## src/rtl/gtp_link_mgr.sv

```systemverilog
// Multi-lane GTP/Aurora bring-up manager: sequences the shared PLL reset and per-lane resets,
// debounces lane status, and retries failed lanes up to a limit.
module gtp_link_mgr #(
    parameter int unsigned NUM_LANES     = 4,
    parameter int unsigned RST_CYCLES    = 1000,
    parameter int unsigned LOCK_TIMEOUT  = 65535,
    parameter int unsigned UP_TIMEOUT    = 1048575,
    parameter int unsigned STABLE_CYCLES = 256,
    parameter int unsigned MAX_RETRY     = 7,
    parameter int unsigned CNT_W         = 20
) (
    input  logic                   init_clk_i,
    input  logic                   gtp_reset_ni,
    input  logic                   enable_i,
    input  logic                   pll_lock_i,
    input  logic [NUM_LANES-1:0]   channel_up_i,
    input  logic [NUM_LANES-1:0]   lane_up_i,
    output logic                   common_reset_o,
    output logic [NUM_LANES-1:0]   gt_rst_o,
    output logic [NUM_LANES-1:0]   gtp_up_o,
    output logic                   all_up_o,
    output logic [NUM_LANES-1:0]   link_fail_o,
    output logic [4*NUM_LANES-1:0] retry_cnt_o
);

    localparam logic [CNT_W-1:0] RstLast   = CNT_W'(RST_CYCLES - 1);
    localparam logic [CNT_W-1:0] LockLast  = CNT_W'(LOCK_TIMEOUT - 1);
    localparam logic [CNT_W-1:0] UpLast    = CNT_W'(UP_TIMEOUT - 1);
    localparam logic [CNT_W-1:0] StableCnt = CNT_W'(STABLE_CYCLES);
    localparam logic [3:0]       RetryMax  = 4'(MAX_RETRY);

    typedef enum logic [1:0] {CRst, CLock, CRun} c_state_e;
    typedef enum logic [1:0] {LRst, LWait, LUp, LFail} l_state_e;

    function automatic logic [3:0] sat_inc(input logic [3:0] v);
        return (v == 4'hF) ? v : v + 4'd1;
    endfunction

    logic [1:0]           lock_sync_q;
    logic [NUM_LANES-1:0] ch_s0_q, ch_s1_q, ln_s0_q, ln_s1_q;
    logic                 lock_s, pll_ok;
    logic [NUM_LANES-1:0] lane_ok;

    c_state_e             c_state_q, c_state_d;
    logic [CNT_W-1:0]     c_timer_q, c_timer_d;
    logic                 common_reset_q;

    l_state_e             l_state_q [NUM_LANES];
    l_state_e             l_state_d [NUM_LANES];
    logic [CNT_W-1:0]     l_timer_q [NUM_LANES];
    logic [CNT_W-1:0]     l_timer_d [NUM_LANES];
    logic [CNT_W-1:0]     l_stable_q [NUM_LANES];
    logic [CNT_W-1:0]     l_stable_d [NUM_LANES];
    logic [3:0]           l_retry_q [NUM_LANES];
    logic [3:0]           l_retry_d [NUM_LANES];

    logic [NUM_LANES-1:0] gt_rst_d, gtp_up_d, link_fail_d;
    logic [NUM_LANES-1:0] gt_rst_q, gtp_up_q, link_fail_q;
    logic                 all_up_q;

    assign lock_s  = lock_sync_q[1];
    assign lane_ok = ch_s1_q & ln_s1_q;
    assign pll_ok  = (c_state_q == CRun);

    always_comb begin
        c_state_d = c_state_q;
        c_timer_d = c_timer_q + 1'b1;
        if (!enable_i) begin
            c_state_d = CRst;
            c_timer_d = '0;
        end else begin
            unique case (c_state_q)
                CRst: if (c_timer_q == RstLast) begin
                    c_state_d = CLock;
                    c_timer_d = '0;
                end
                CLock: if (lock_s) begin
                    c_state_d = CRun;
                    c_timer_d = '0;
                end else if (c_timer_q == LockLast) begin
                    c_state_d = CRst;
                    c_timer_d = '0;
                end
                CRun: begin
                    // Lock loss only re-waits for lock; the reset re-pulses via the lock timeout.
                    c_timer_d = '0;
                    if (!lock_s) c_state_d = CLock;
                end
                default: begin
                    c_state_d = CRst;
                    c_timer_d = '0;
                end
            endcase
        end
    end

    always_comb begin
        for (int i = 0; i < NUM_LANES; i++) begin
            l_state_d[i]  = l_state_q[i];
            l_timer_d[i]  = l_timer_q[i] + 1'b1;
            l_stable_d[i] = '0;
            l_retry_d[i]  = l_retry_q[i];
            if (!enable_i) begin
                l_state_d[i] = LRst;
                l_timer_d[i] = '0;
                l_retry_d[i] = '0;
            end else if (!pll_ok && l_state_q[i] != LFail) begin
                l_state_d[i] = LRst;
                l_timer_d[i] = '0;
            end else begin
                unique case (l_state_q[i])
                    LRst: if (l_timer_q[i] == RstLast) begin
                        l_state_d[i] = LWait;
                        l_timer_d[i] = '0;
                    end
                    LWait: begin
                        l_stable_d[i] = lane_ok[i] ? l_stable_q[i] + 1'b1 : '0;
                        // Stable completion takes priority over a coincident timeout.
                        if (l_stable_q[i] == StableCnt) begin
                            l_state_d[i]  = LUp;
                            l_timer_d[i]  = '0;
                            l_stable_d[i] = '0;
                            l_retry_d[i]  = '0;
                        end else if (l_timer_q[i] == UpLast) begin
                            l_retry_d[i] = sat_inc(l_retry_q[i]);
                            l_timer_d[i] = '0;
                            l_state_d[i] = (l_retry_d[i] >= RetryMax) ? LFail : LRst;
                        end
                    end
                    LUp: begin
                        l_timer_d[i] = '0;
                        if (!lane_ok[i]) begin
                            l_state_d[i] = LRst;
                            l_retry_d[i] = sat_inc(l_retry_q[i]);
                        end
                    end
                    default: l_timer_d[i] = '0;
                endcase
            end
            gt_rst_d[i]    = (l_state_d[i] == LRst) || (l_state_d[i] == LFail);
            gtp_up_d[i]    = (l_state_d[i] == LUp);
            link_fail_d[i] = (l_state_d[i] == LFail);
        end
    end

    always_ff @(posedge init_clk_i or negedge gtp_reset_ni) begin
        if (!gtp_reset_ni) begin
            lock_sync_q    <= '0;
            ch_s0_q        <= '0;
            ch_s1_q        <= '0;
            ln_s0_q        <= '0;
            ln_s1_q        <= '0;
            c_state_q      <= CRst;
            c_timer_q      <= '0;
            common_reset_q <= 1'b1;
            gt_rst_q       <= '1;
            gtp_up_q       <= '0;
            link_fail_q    <= '0;
            all_up_q       <= 1'b0;
            for (int i = 0; i < NUM_LANES; i++) begin
                l_state_q[i]  <= LRst;
                l_timer_q[i]  <= '0;
                l_stable_q[i] <= '0;
                l_retry_q[i]  <= '0;
            end
        end else begin
            lock_sync_q    <= {lock_sync_q[0], pll_lock_i};
            ch_s0_q        <= channel_up_i;
            ch_s1_q        <= ch_s0_q;
            ln_s0_q        <= lane_up_i;
            ln_s1_q        <= ln_s0_q;
            c_state_q      <= c_state_d;
            c_timer_q      <= c_timer_d;
            common_reset_q <= (c_state_d == CRst);
            gt_rst_q       <= gt_rst_d;
            gtp_up_q       <= gtp_up_d;
            link_fail_q    <= link_fail_d;
            all_up_q       <= &gtp_up_q;
            for (int i = 0; i < NUM_LANES; i++) begin
                l_state_q[i]  <= l_state_d[i];
                l_timer_q[i]  <= l_timer_d[i];
                l_stable_q[i] <= l_stable_d[i];
                l_retry_q[i]  <= l_retry_d[i];
            end
        end
    end

    for (genvar g = 0; g < NUM_LANES; g++) begin : g_retry
        assign retry_cnt_o[4*g +: 4] = l_retry_q[g];
    end

    assign common_reset_o = common_reset_q;
    assign gt_rst_o       = gt_rst_q;
    assign gtp_up_o       = gtp_up_q;
    assign all_up_o       = all_up_q;
    assign link_fail_o    = link_fail_q;

endmodule

```

## config.mk

```make
export PLATFORM = sky130hd
export DESIGN_NAME = gtp_link_mgr
export DESIGN_NICKNAME = d
export VERILOG_FILES = /design/src/rtl/gtp_link_mgr.sv
export SDC_FILE = /design/constraint.sdc
export NUM_CORES = 1
export LEC_CHECK = 0
export BUFFER_PORTS_ARGS = -buffer_cell sky130_fd_sc_hd__buf_2
export CAP_MARGIN = 20
export CORE_ASPECT_RATIO = 1.75
export CORE_MARGIN = 2
export CORE_UTILIZATION = 60
export CTS_CLUSTER_DIAMETER = 100
export CTS_CLUSTER_SIZE = 28
export DETAILED_ROUTE_END_ITERATION = 8
export GPL_TIMING_DRIVEN = 0
export PLACE_DENSITY_LB_ADDON = 0.25
export SLEW_MARGIN = 20
export SYNTH_ARGS = -nofsm -noshare
export SYNTH_HDL_FRONTEND = slang
export SYNTH_SLANG_ARGS = --single-unit
```

## constraint.sdc

```tcl
create_clock -name init_clk_i -period 3 [get_ports init_clk_i]
set_clock_uncertainty 0.1 [all_clocks]
set_input_delay 0.6 -clock init_clk_i [delete_from_list [all_inputs] [get_ports init_clk_i]]
set_output_delay 0.6 -clock init_clk_i [all_outputs]
set_load 0.02 [all_outputs]
```

==> results.toml <==
[synth]
netlist_top_cells_area = "dfrtp_1 (49%), xor2_1 (7.8%), nor2_1 (7.6%), xnor2_1 (4.1%), nand2_1 (3.0%)"
async_flop_share_pct = 100
syn-cell-area_sq_um = 12000
seq_area_frac_synth_pct = 49.8
yosysMostFrequentCell = "nor2_1"
yosys_warnings = 0
synth-seq-cells = 238
yosysTopAreaCell = "dfrtp_1"
synth_enable_flop_cells = 0
syn_area_per_cell_sq_um = 9.54
syn_inst = 1256
synthTopCellsByCount = "nor2_1 (244), dfrtp_1 (233), xor2_1 (106)"
synth_cell_types = 63
synth.net_count = 1290
synth_ff_type = "dfrtp_1"
yosysTopAreaCellShare_pct = 48.7

[global_route]
grt_overflow = 0
met2_usage_pct = 43.0
use_met3_pct = 2.54
grt_pass1_wl_um = 41300
grt_max_degree = 102
antenna_found_initial = 0
grt_usage_pct = 22.9
grtUsageMet1_pct = 27.1
grt_pass1_vias = 9098
busiest_layer = "met2"

[setup_path]
crit_fanout = 10
r2r-start = "l_stable_q[60]"
required_ps = 3250
start_kind = "register"
crit_type = "register to register"
arrival_ps = 2780
rr_worst_depth = 8
critPathCaptureType = "register"
ff2ff_setup_slack_ps = 470
r2r_end = "l_stable_q[76]"

[floorplanning]
core_sq_um = 19700
num_rows = 68
ios = 42
dieArea_sq_um = 21200
start_util_pct = 60.9
die_y_um = 191
die_w_um = 111

[power_and_ir_drop]
p_per_area_nw_per_um2 = 401
power_leakage_nw = 5.25
peakVddDrop_v = 0.000484

[clock_tree]
cts_tree = "yes"
numCtsBuffers = 12
clk_pin_slew_ps = 110
clockRootBuffer = "clkbuf_16"
clk_path_buf_depth = 3
clock_latency_ps = 480
cts_num_sinks = 238
cts_resized = 0
postCtsSetupBuffers = 0
h-tree-depth = 1

[sta]
timing.fmax_ghz = 0.396
slew_headroom_pct = 47.4
finalSetupViolations = 0
final.min_clock_period_ps = 2530
finalHoldViolCount = 0
final_max_slew_viol_count = 0
finalWorstSetupSlack_ps = 473
min_period_over_period_pct = 84.2
rsz0062_at_grt = "false"
tightest_slew_ps = 787

[final_layout]
num-fill-cells = 1619
drive_gt1_share_pct = 6.60
fin_nets = 1348
area_growth_pct = 7.91
final_util_pct = 65.8
diodes = 0

[worst_hold_path]
min_to = "ch_s0_q[1]"
hp-start = "channel_up_i[1]"
worstHoldPathCells = 1
hold_class = "input pin to register"

[placed_design]
dp_hpwl_um = 17100
place_congestion = 0.845
io_buffer_count = 41
pre_cts_ws_ps = 534

[drt]
dr.pass1.iters = 6
avgRoutedWirePerCell_um = 15.2
ant_nets = 0
vias = 9158
drt_wl_total_um = 23800
drt_iter0_drc = 500
drc_errors = 0
viasPerCell = 5.86

[status]
status = "complete, no violations"

[job]
drv_cap = 0
## sequential cells by signal, indices dropped and copies added, names as in the netlist
name,flops
gt_rst_o,4
ch_s0_q,4
l_stable_q,80
all_up_o,1
l_state_q,8
common_reset_o,1
ch_s1_q,4
ln_s0_q,4
l_timer_q,80
ln_s1_q,4
gtp_up_o,4
c_timer_q,20
link_fail_o,4
retry_cnt_o,16
c_state_q,2
lock_sync_q,2
## per-stage QoR
stage / TNS [ps] / total power, mW / cells / hold WS, ps / instance area [sq um]
6_report: 0 / 5.18 / 1564 / 118 / 12900
5_1_grt: 0 / 5.36 / 1564 / 105 / 12900
4_1_cts: 0 / 5.24 / 1564 / 107 / 12900
3_5_place_dp: 0 / 3.41 / 1544 / 238 / 12600
3_3_place_gp: -656200 / 3.39 / 1542 / 236 / 12500
2_1_floorplan: 0 / 3.31 / 1256 / 204 / 12000
## layout by cell type (no fill, tap or decap), types with 5 or more instances in the layout
| cell | Yosys | routed |
|---|---|---|
| clkbuf_1 | 17 | 22 |
| ha_1 | 22 | 22 |
| o21ai_1 | 7 | 7 |
| dfstp_2 | 5 | 5 |
| and4_1 | 20 | 20 |
| o211ai_1 | 5 | 5 |
| nor3b_1 | 6 | 6 |
| nor4b_1 | 13 | 13 |
| nor3_1 | 24 | 24 |
| a211oi_1 | 6 | 6 |
| mux2i_1 | 5 | 5 |
| and2_1 | 17 | 17 |
| xnor2_1 | 56 | 56 |
| nand4_1 | 55 | 55 |
| dfrtp_1 | 233 | 233 |
| a31oi_1 | 14 | 14 |
| buf_2 | 11 | 51 |
| nor2b_1 | 9 | 9 |
| nand3_1 | 71 | 71 |
| a21oi_1 | 27 | 27 |
| or4_1 | 7 | 7 |
| clkbuf_16 | 0 | 13 |
| o21ai_0 | 22 | 22 |
| or3_1 | 5 | 5 |
| and3_1 | 24 | 24 |
| nand2b_1 | 10 | 10 |
| nor2_1 | 244 | 244 |
| nand2_1 | 96 | 96 |
| inv_1 | 40 | 40 |
| nor4_1 | 25 | 25 |
| xor2_1 | 106 | 106 |
## worst max-delay path, stage by stage (launching register included)
cell and delay [ps]:
dfrtp_1 460, inv_1 90, ha_1 150, nor4b_1 380, nand4_1 190, nor2_1 380
or4_1 200, clkbuf_1 350, nor2_1 110
## cell type report
| class | count | area [sq um] | share of cell area, % |
|---|---|---|---|
| clock buffers | 18 | 344 | 2.66 |
| clock inverters | 1 | 16.3 | 0.126 |
| plain buffers | 30 | 138 | 1.06 |
| repair buffers | 44 | 280 | 2.17 |
| inverters | 40 | 150 | 1.16 |
| multi-input cells | 948 | 5730 | 44.3 |
| flip-flops and latches | 238 | 5960 | 46.1 |
| well taps | 245 | 307 | 2.37 |
## power breakdown
| group | switching, mW | leakage (nW) | internal [mW] |
|---|---|---|---|
| logic | 0.0831 | 1.82 | 0.0233 |
| clock network | 1.02 | 0.173 | 0.821 |
| registers | 0.0117 | 3.27 | 3.22 |
## what timing repair did
action                     in CTS  in global routing
hold endpoints to repair       58                  0
setup endpoints to repair       0                  0
hold buffers                    1                  0
## how the worst max path moves through the flow
| stage | start | to | slack [ps] |
|---|---|---|---|
| final | l_stable_q[60] | l_stable_q[76] | 470 |
| after global routing | l_stable_q[60] | l_timer_q[74] | 250 |
| after CTS | l_stable_q[60] | l_timer_q[70] | 490 |
| after detailed placement | l_stable_q[60] | l_stable_q[65] | 530 |
| after global placement | gtp_reset_ni | l_timer_q[14] | -2810 |
| after floorplan | retry_cnt_o[4] | link_fail_o[1] | 900 |
## routing by layer
metal	share of wire [%]	wire length, um
met1	41	9890
met2	53	12600
met3	3.2	755
met4	2.5	601
met5	0	0
## cells by family (layout without fill, tap and decap cells)
logic type      after synthesis  in the layout  share of synthesized area, %
simple gates                644            644                          26.9
flops                       238            238                          49.8
buf+inv                      70            133                          2.40
mux                           5              5                         0.418
xor+xnor                    162            162                          11.8
fa+ha+maj                    22             22                          2.30
compound gates              115            115                          6.37
(Power assumes the default switching activity.)
